File: src/rtl/ram_master_ctrl_if.sv
// CPU burst request/response channel plus RAM strobe port of the RAM initiator.
// Modport master is the controller's view; slave is the CPU + RAM side.
interface ram_master_ctrl_if #(
    parameter int ADDR_W = 7,
    parameter int DATA_W = 16,
    parameter int LEN_W  = 3
);
    logic              req_valid;
    logic              req_ready;
    logic              req_write;
    logic [ADDR_W-1:0] req_addr;
    logic [LEN_W-1:0]  req_len;
    logic              wdata_valid;
    logic [DATA_W-1:0] wdata;
    logic              wdata_ready;
    logic              rsp_valid;
    logic [DATA_W-1:0] rsp_data;
    logic              rsp_last;
    logic              busy;
    logic              ram_read_en;
    logic              ram_write_en;
    logic [ADDR_W-1:0] ram_addr;
    logic [DATA_W-1:0] ram_din;
    logic [DATA_W-1:0] ram_dout;

    modport master (
        input  req_valid, req_write, req_addr, req_len, wdata_valid, wdata, ram_dout,
        output req_ready, wdata_ready, rsp_valid, rsp_data, rsp_last, busy,
        output ram_read_en, ram_write_en, ram_addr, ram_din
    );

    modport slave (
        output req_valid, req_write, req_addr, req_len, wdata_valid, wdata, ram_dout,
        input  req_ready, wdata_ready, rsp_valid, rsp_data, rsp_last, busy,
        input  ram_read_en, ram_write_en, ram_addr, ram_din
    );
endinterface

File: src/rtl/ram_master_ctrl.sv
// Burst RAM initiator: read data returns 2 cycles after accept, one beat per cycle, no rsp backpressure.
// Requests stall while busy; write beats stall on wdata_valid without losing a beat.
module ram_master_ctrl #(
    parameter int ADDR_W = 7,
    parameter int DATA_W = 16,
    parameter int LEN_W  = 3
) (
    input  logic              clk,
    input  logic              rst_n,
    ram_master_ctrl_if.master bus
);
    typedef enum logic [1:0] {IDLE, RD, RD_DRAIN, WR} state_t;

    localparam logic [LEN_W:0]    CNT_ONE  = (LEN_W+1)'(1);
    localparam logic [ADDR_W-1:0] ADDR_ONE = ADDR_W'(1);

    state_t            r_state;
    logic [ADDR_W-1:0] r_addr;
    logic [LEN_W:0]    r_cnt;
    logic              r_iss_last;
    logic              r_pend;
    logic              r_pend_last;
    logic              r_req_ready;
    logic              r_wdata_ready;
    logic              r_rsp_valid;
    logic [DATA_W-1:0] r_rsp_data;
    logic              r_rsp_last;
    logic              r_busy;
    logic              r_ram_read_en;
    logic              r_ram_write_en;
    logic [ADDR_W-1:0] r_ram_addr;
    logic [DATA_W-1:0] r_ram_din;

    logic w_req_acc;
    logic w_wr_hs;

    assign w_req_acc = bus.req_valid && r_req_ready;
    assign w_wr_hs   = bus.wdata_valid && r_wdata_ready;

    always_ff @(posedge clk) begin
        if (!rst_n) begin
            r_state        <= IDLE;
            r_addr         <= '0;
            r_cnt          <= '0;
            r_iss_last     <= 1'b0;
            r_pend         <= 1'b0;
            r_pend_last    <= 1'b0;
            r_req_ready    <= 1'b1;
            r_wdata_ready  <= 1'b0;
            r_rsp_valid    <= 1'b0;
            r_rsp_data     <= '0;
            r_rsp_last     <= 1'b0;
            r_busy         <= 1'b0;
            r_ram_read_en  <= 1'b0;
            r_ram_write_en <= 1'b0;
            r_ram_addr     <= '0;
            r_ram_din      <= '0;
        end else begin
            // RAM registers dout on the edge after the strobe; capture it one edge later
            r_pend      <= r_ram_read_en;
            r_pend_last <= r_ram_read_en && r_iss_last;
            r_rsp_valid <= r_pend;
            r_rsp_last  <= r_pend_last;
            if (r_pend) begin
                r_rsp_data <= bus.ram_dout;
            end
            r_ram_read_en  <= 1'b0;
            r_ram_write_en <= 1'b0;

            case (r_state)
                IDLE: begin
                    if (w_req_acc) begin
                        r_req_ready <= 1'b0;
                        r_busy      <= 1'b1;
                        if (bus.req_write) begin
                            r_state       <= WR;
                            r_wdata_ready <= 1'b1;
                            r_addr        <= bus.req_addr;
                            r_cnt         <= {1'b0, bus.req_len} + CNT_ONE;
                        end else begin
                            // first beat issues on the accept edge; r_cnt counts beats still to issue
                            r_state       <= RD;
                            r_ram_read_en <= 1'b1;
                            r_ram_addr    <= bus.req_addr;
                            r_addr        <= bus.req_addr + ADDR_ONE;
                            r_cnt         <= {1'b0, bus.req_len};
                            r_iss_last    <= (bus.req_len == '0);
                        end
                    end
                end
                RD: begin
                    if (r_cnt != '0) begin
                        r_ram_read_en <= 1'b1;
                        r_ram_addr    <= r_addr;
                        r_addr        <= r_addr + ADDR_ONE;
                        r_cnt         <= r_cnt - CNT_ONE;
                        r_iss_last    <= (r_cnt == CNT_ONE);
                    end else begin
                        r_state <= RD_DRAIN;
                    end
                end
                RD_DRAIN: begin
                    if (r_rsp_last) begin
                        r_state     <= IDLE;
                        r_req_ready <= 1'b1;
                        r_busy      <= 1'b0;
                    end
                end
                WR: begin
                    if (w_wr_hs) begin
                        r_ram_write_en <= 1'b1;
                        r_ram_din      <= bus.wdata;
                        r_ram_addr     <= r_addr;
                        r_addr         <= r_addr + ADDR_ONE;
                        r_cnt          <= r_cnt - CNT_ONE;
                        if (r_cnt == CNT_ONE) begin
                            r_state       <= IDLE;
                            r_wdata_ready <= 1'b0;
                            r_req_ready   <= 1'b1;
                            r_busy        <= 1'b0;
                        end
                    end
                end
                default: begin
                    r_state <= IDLE;
                end
            endcase
        end
    end

    assign bus.req_ready    = r_req_ready;
    assign bus.wdata_ready  = r_wdata_ready;
    assign bus.rsp_valid    = r_rsp_valid;
    assign bus.rsp_data     = r_rsp_data;
    assign bus.rsp_last     = r_rsp_last;
    assign bus.busy         = r_busy;
    assign bus.ram_read_en  = r_ram_read_en;
    assign bus.ram_write_en = r_ram_write_en;
    assign bus.ram_addr     = r_ram_addr;
    assign bus.ram_din      = r_ram_din;
endmodule
File: src/flat_wrapper.sv
// flat-port wrapper written by rule: the top's interface ports become plain ports
module ram_master_ctrl_flat 
#(
    parameter int ADDR_W = 7,
    parameter int DATA_W = 16,
    parameter int LEN_W  = 3
)
  (clk, rst_n, bus_req_valid, bus_req_write, bus_req_addr, bus_req_len, bus_wdata_valid, bus_wdata, bus_ram_dout, bus_req_ready, bus_wdata_ready, bus_rsp_valid, bus_rsp_data, bus_rsp_last, bus_busy, bus_ram_read_en, bus_ram_write_en, bus_ram_addr, bus_ram_din);
  ram_master_ctrl_if #(.ADDR_W(ADDR_W), .DATA_W(DATA_W), .LEN_W(LEN_W)) bus_i ();
  input  logic clk;
  input  logic rst_n;
  input wire logic [$bits(bus_i.req_valid)-1:0] bus_req_valid;
  input wire logic [$bits(bus_i.req_write)-1:0] bus_req_write;
  input wire logic [$bits(bus_i.req_addr)-1:0] bus_req_addr;
  input wire logic [$bits(bus_i.req_len)-1:0] bus_req_len;
  input wire logic [$bits(bus_i.wdata_valid)-1:0] bus_wdata_valid;
  input wire logic [$bits(bus_i.wdata)-1:0] bus_wdata;
  input wire logic [$bits(bus_i.ram_dout)-1:0] bus_ram_dout;
  output wire logic [$bits(bus_i.req_ready)-1:0] bus_req_ready;
  output wire logic [$bits(bus_i.wdata_ready)-1:0] bus_wdata_ready;
  output wire logic [$bits(bus_i.rsp_valid)-1:0] bus_rsp_valid;
  output wire logic [$bits(bus_i.rsp_data)-1:0] bus_rsp_data;
  output wire logic [$bits(bus_i.rsp_last)-1:0] bus_rsp_last;
  output wire logic [$bits(bus_i.busy)-1:0] bus_busy;
  output wire logic [$bits(bus_i.ram_read_en)-1:0] bus_ram_read_en;
  output wire logic [$bits(bus_i.ram_write_en)-1:0] bus_ram_write_en;
  output wire logic [$bits(bus_i.ram_addr)-1:0] bus_ram_addr;
  output wire logic [$bits(bus_i.ram_din)-1:0] bus_ram_din;
  assign bus_i.req_valid = bus_req_valid;
  assign bus_i.req_write = bus_req_write;
  assign bus_i.req_addr = bus_req_addr;
  assign bus_i.req_len = bus_req_len;
  assign bus_i.wdata_valid = bus_wdata_valid;
  assign bus_i.wdata = bus_wdata;
  assign bus_i.ram_dout = bus_ram_dout;
  assign bus_req_ready = bus_i.req_ready;
  assign bus_wdata_ready = bus_i.wdata_ready;
  assign bus_rsp_valid = bus_i.rsp_valid;
  assign bus_rsp_data = bus_i.rsp_data;
  assign bus_rsp_last = bus_i.rsp_last;
  assign bus_busy = bus_i.busy;
  assign bus_ram_read_en = bus_i.ram_read_en;
  assign bus_ram_write_en = bus_i.ram_write_en;
  assign bus_ram_addr = bus_i.ram_addr;
  assign bus_ram_din = bus_i.ram_din;
  ram_master_ctrl #(.ADDR_W(ADDR_W), .DATA_W(DATA_W), .LEN_W(LEN_W)) u_core (.clk(clk), .rst_n(rst_n), .bus(bus_i));
endmodule
File: config.mk
export PLATFORM = sky130hd
export DESIGN_NAME = ram_master_ctrl_flat
export DESIGN_NICKNAME = d
export VERILOG_FILES = /design/src/rtl/ram_master_ctrl_if.sv /design/src/rtl/ram_master_ctrl.sv /design/src/flat_wrapper.sv
export SDC_FILE = /design/constraint.sdc
export NUM_CORES = 1
export LEC_CHECK = 0
export CORE_MARGIN = 3
export CORE_UTILIZATION = 40
export DETAILED_ROUTE_END_ITERATION = 10
export PLACE_DENSITY = 0.74
export SYNTH_ARGS = -nofsm -noshare
export SYNTH_HDL_FRONTEND = slang
export SYNTH_SLANG_ARGS = --single-unit
File: constraint.sdc
create_clock -name clk -period 1.8 [get_ports clk]
set_input_delay 0.27 -clock clk [delete_from_list [all_inputs] [get_ports clk]]
set_output_delay 0.27 -clock clk [all_outputs]
set_load 0.1 [all_outputs]
==> results_dict.tcl <==
set metrics [dict create \
    crit_fanout 6 \
    synth_warnings 0 \
    drt_first_pass_iters 4 \
    htree_num_levels 3 \
    grt_start_max_net_pins 43 \
    synthArstFlopShare_pct 0 \
    finalHoldViolCount 0 \
    drive_gt1_share_pct 24.13 \
    status "completed" \
    overflow 0 \
    period_needed_ns 1.762 \
    fin_skew_ns 0.005977 \
    routedWlPerCell_um 13.57 \
    layout_common_cells "buf_4, dfxtp_1, nand2_1" \
    critPathKind "flip-flop to flip-flop" \
    cts-root-buf "clkbuf_8" \
    yosysSeqAreaShare_pct 44.83 \
    rr_worst_depth 7 \
    cts_buffers 9 \
    vias 2541 \
    core_area_um2 6531 \
    insertion_delay_ns 0.32 \
    worstMarginPinSlew_ns 0.4787 \
    fin_nets 479 \
    synth-simple-area-share_pct 20.88 \
    arrival_ns 1.95 \
    cp-end-kind "flip-flop" \
    cp_data_required_time_ns 1.98 \
    clk_pin_slew_worst_paths_ns 0.07 \
    synth_flop_cell "dfxtp_1" \
    grt_pass1_vias 2420 \
    cts_tree "yes" \
    grt_pass1_wl_um 10630 \
    io_buffer_count 92 \
    drcViolationCount 0 \
    final_common_cell "buf_4" \
    drv_slew 0 \
    cts.sinks 62 \
    clock.fmax_ghz 0.5676 \
    dp_hpwl_um 4895 \
    power_w 0.003935 \
    syn2layout_area_growth_pct 45.23 \
    fin_crit_sh_pct 97.88 \
    synth_top_family_by_area "simple AND/OR/NAND/NOR gates" \
    n_fill_cell 593 \
    stdcell_area_um2 4021 \
    p_per_area_nw_per_um2 978.5 \
    dieArea_um2 7957 \
    syn_inst 318 \
    rows 29 \
    synth_compound_area_share_pct 16.45 \
    synth_edf_count 0 \
    synth_fa_ha_area_share_pct 2.711 \
    synth_xor_xnor_area_share_pct 2.214 \
    gp_congestion 0.8304 \
    ys_ff_latch 62 \
    worstHoldPathType "flip-flop to flip-flop" \
    via_per_inst 5.002 \
    synth_mux_area_share_pct 8.676 \
    cts.path.max_buffers 2 \
    hold_depth 1 \
    r2r_setup_slack_ns 0.04 \
    start_util_pct 42.39 \
    drtAntennaViolNets 0 \
    synth.cell_area_um2 2769 \
    io_pins 93 \
    peakVddDrop_v 0.0006653 \
    grt_setup_unrepaired "true" \
    placed_area_um2 3767 \
    drt_iter0_drc 119 \
    die_h_um 89.20 \
    syn_nets 371 \
    ys_types 47 \
    ctsHoldBuffers 0 \
    die_x_um 89.20 \
    postRouteWirelength_um 6896 \
    startpoint_type "flip-flop" \
    antenna_found_initial 0 \
    syn-mean-instance-area_um2 8.707 \
    p_leak_nw 1.573 \
    antenna_cells 0 \
    max_slew_margin_pct 68.08 \
    finalSetupViolCount 0 \
    grtUsageTotal_pct 16.90 \
    drv_cap 0 \
]
## logic make-up (layout without fill, tap and decap cells)
family,Yosys count,after routing
flops,62,62
fa+ha+maj,6,6
buf+inv,25,137
xor+xnor,7,7
simple gates,121,122
compound gates,73,73
mux,24,24
## critical path, stage by stage, from the launching register on
cell,delay [ns]
dfxtp_2,0.33
inv_2,0.09
ha_4,0.14
or3b_4,0.41
o2bb2ai_4,0.16
or2_4,0.30
o21ai_1,0.11
a221oi_2,0.08
## path summary, 6_finish.rpt
check	from	end
hold reg to reg	u_core.r_pend_last	u_core.bus.rsp_last
setup reg to reg	u_core.r_cnt[0]	u_core.r_cnt[0]
hold / removal	u_core.r_pend_last	u_core.bus.rsp_last
setup / recovery	u_core.r_cnt[0]	u_core.r_cnt[0]
## layout make-up
cell class	instances	area, um^2	area share (%)
inverters	7	26.28	0.6534
clock buffers	11	131.4	3.267
flip-flops and latches	62	1246	30.99
repair buffers	114	1022	25.42
well taps	77	96.34	2.396
clock inverters	5	35.03	0.8712
multi-input cells	232	1464	36.40
## per-stage QoR
stage | setup TNS, ns | cells | utilization [%] | worst slack (ns) | hold slack (ns)
finish | 0 | 508 | 61.57 | 0.03808 | 0.4325
detailed placement | -0.07224 | 487 | 57.68 | -0.04420 | 0.4321
floorplan | 0 | 318 | - | 0.03133 | 0.4060
CTS | 0 | 503 | 60.23 | 0.009756 | 0.4385
global placement | 0 | 487 | 57.68 | 0.006165 | 0.4257
global route | -0.03051 | 508 | 61.57 | -0.01729 | 0.4635
## sequential cells by signal, indices dropped and copies added, names as in the netlist
register and flops:
u_core.bus.busy 1, u_core.bus.ram_addr 7, u_core.bus.ram_din 16, u_core.bus.ram_read_en 1, u_core.bus.ram_write_en 1, u_core.bus.req_ready 1, u_core.bus.rsp_data 16, u_core.bus.rsp_last 1
u_core.bus.rsp_valid 1, u_core.bus.wdata_ready 1, u_core.r_addr 7, u_core.r_cnt 4, u_core.r_iss_last 1, u_core.r_pend 1, u_core.r_pend_last 1, u_core.r_state 2
## power by group
part | internal (W) | total (W) | switching (W)
Combinational | 0.000505 | 0.00132 | 0.000818
Clock | 0.000502 | 0.00103 | 0.000525
Sequential | 0.00148 | 0.00159 | 0.000105
## cell usage after synthesis, types with 2 or more instances
library cell	instances	area share, %
dfxtp_1	62	45
nand2_1	50	6.8
a21oi_1	30	5.4
nor2_1	30	4.1
mux2i_1	24	8.7
o21ai_0	15	2.7
clkbuf_1	11	1.5
nor2b_1	10	2.3
a211oi_1	6	1.6
ha_1	6	2.7
nand3_1	6	1.1
a31oi_1	5	1.1
inv_1	5	0.68
buf_2	4	0.72
nor3_1	4	0.72
o22ai_1	4	0.90
xor2_1	4	1.3
and2_1	3	0.68
and3_1	3	0.68
nand4_1	3	0.68
o211ai_1	3	0.81
xnor2_1	3	0.95
a21boi_0	2	0.54
buf_6	2	0.81
## timing repair
item                       in CTS  in global routing
gates resized for setup         2                 12
buffers inserted                0                  3
setup endpoints to repair       3                 20
pin swaps                       0                  5
cloned                          0                  2
## layer usage
layer,global-route usage (%),wire (um),vias up
met3,3.687,423,5
met2,27.93,3215,65
met1,21.18,3188,1153
met5,0,0,-
li1,-,-,1318
met4,7.307,69,0
Note: power is estimated with default switching activity, not from simulation.
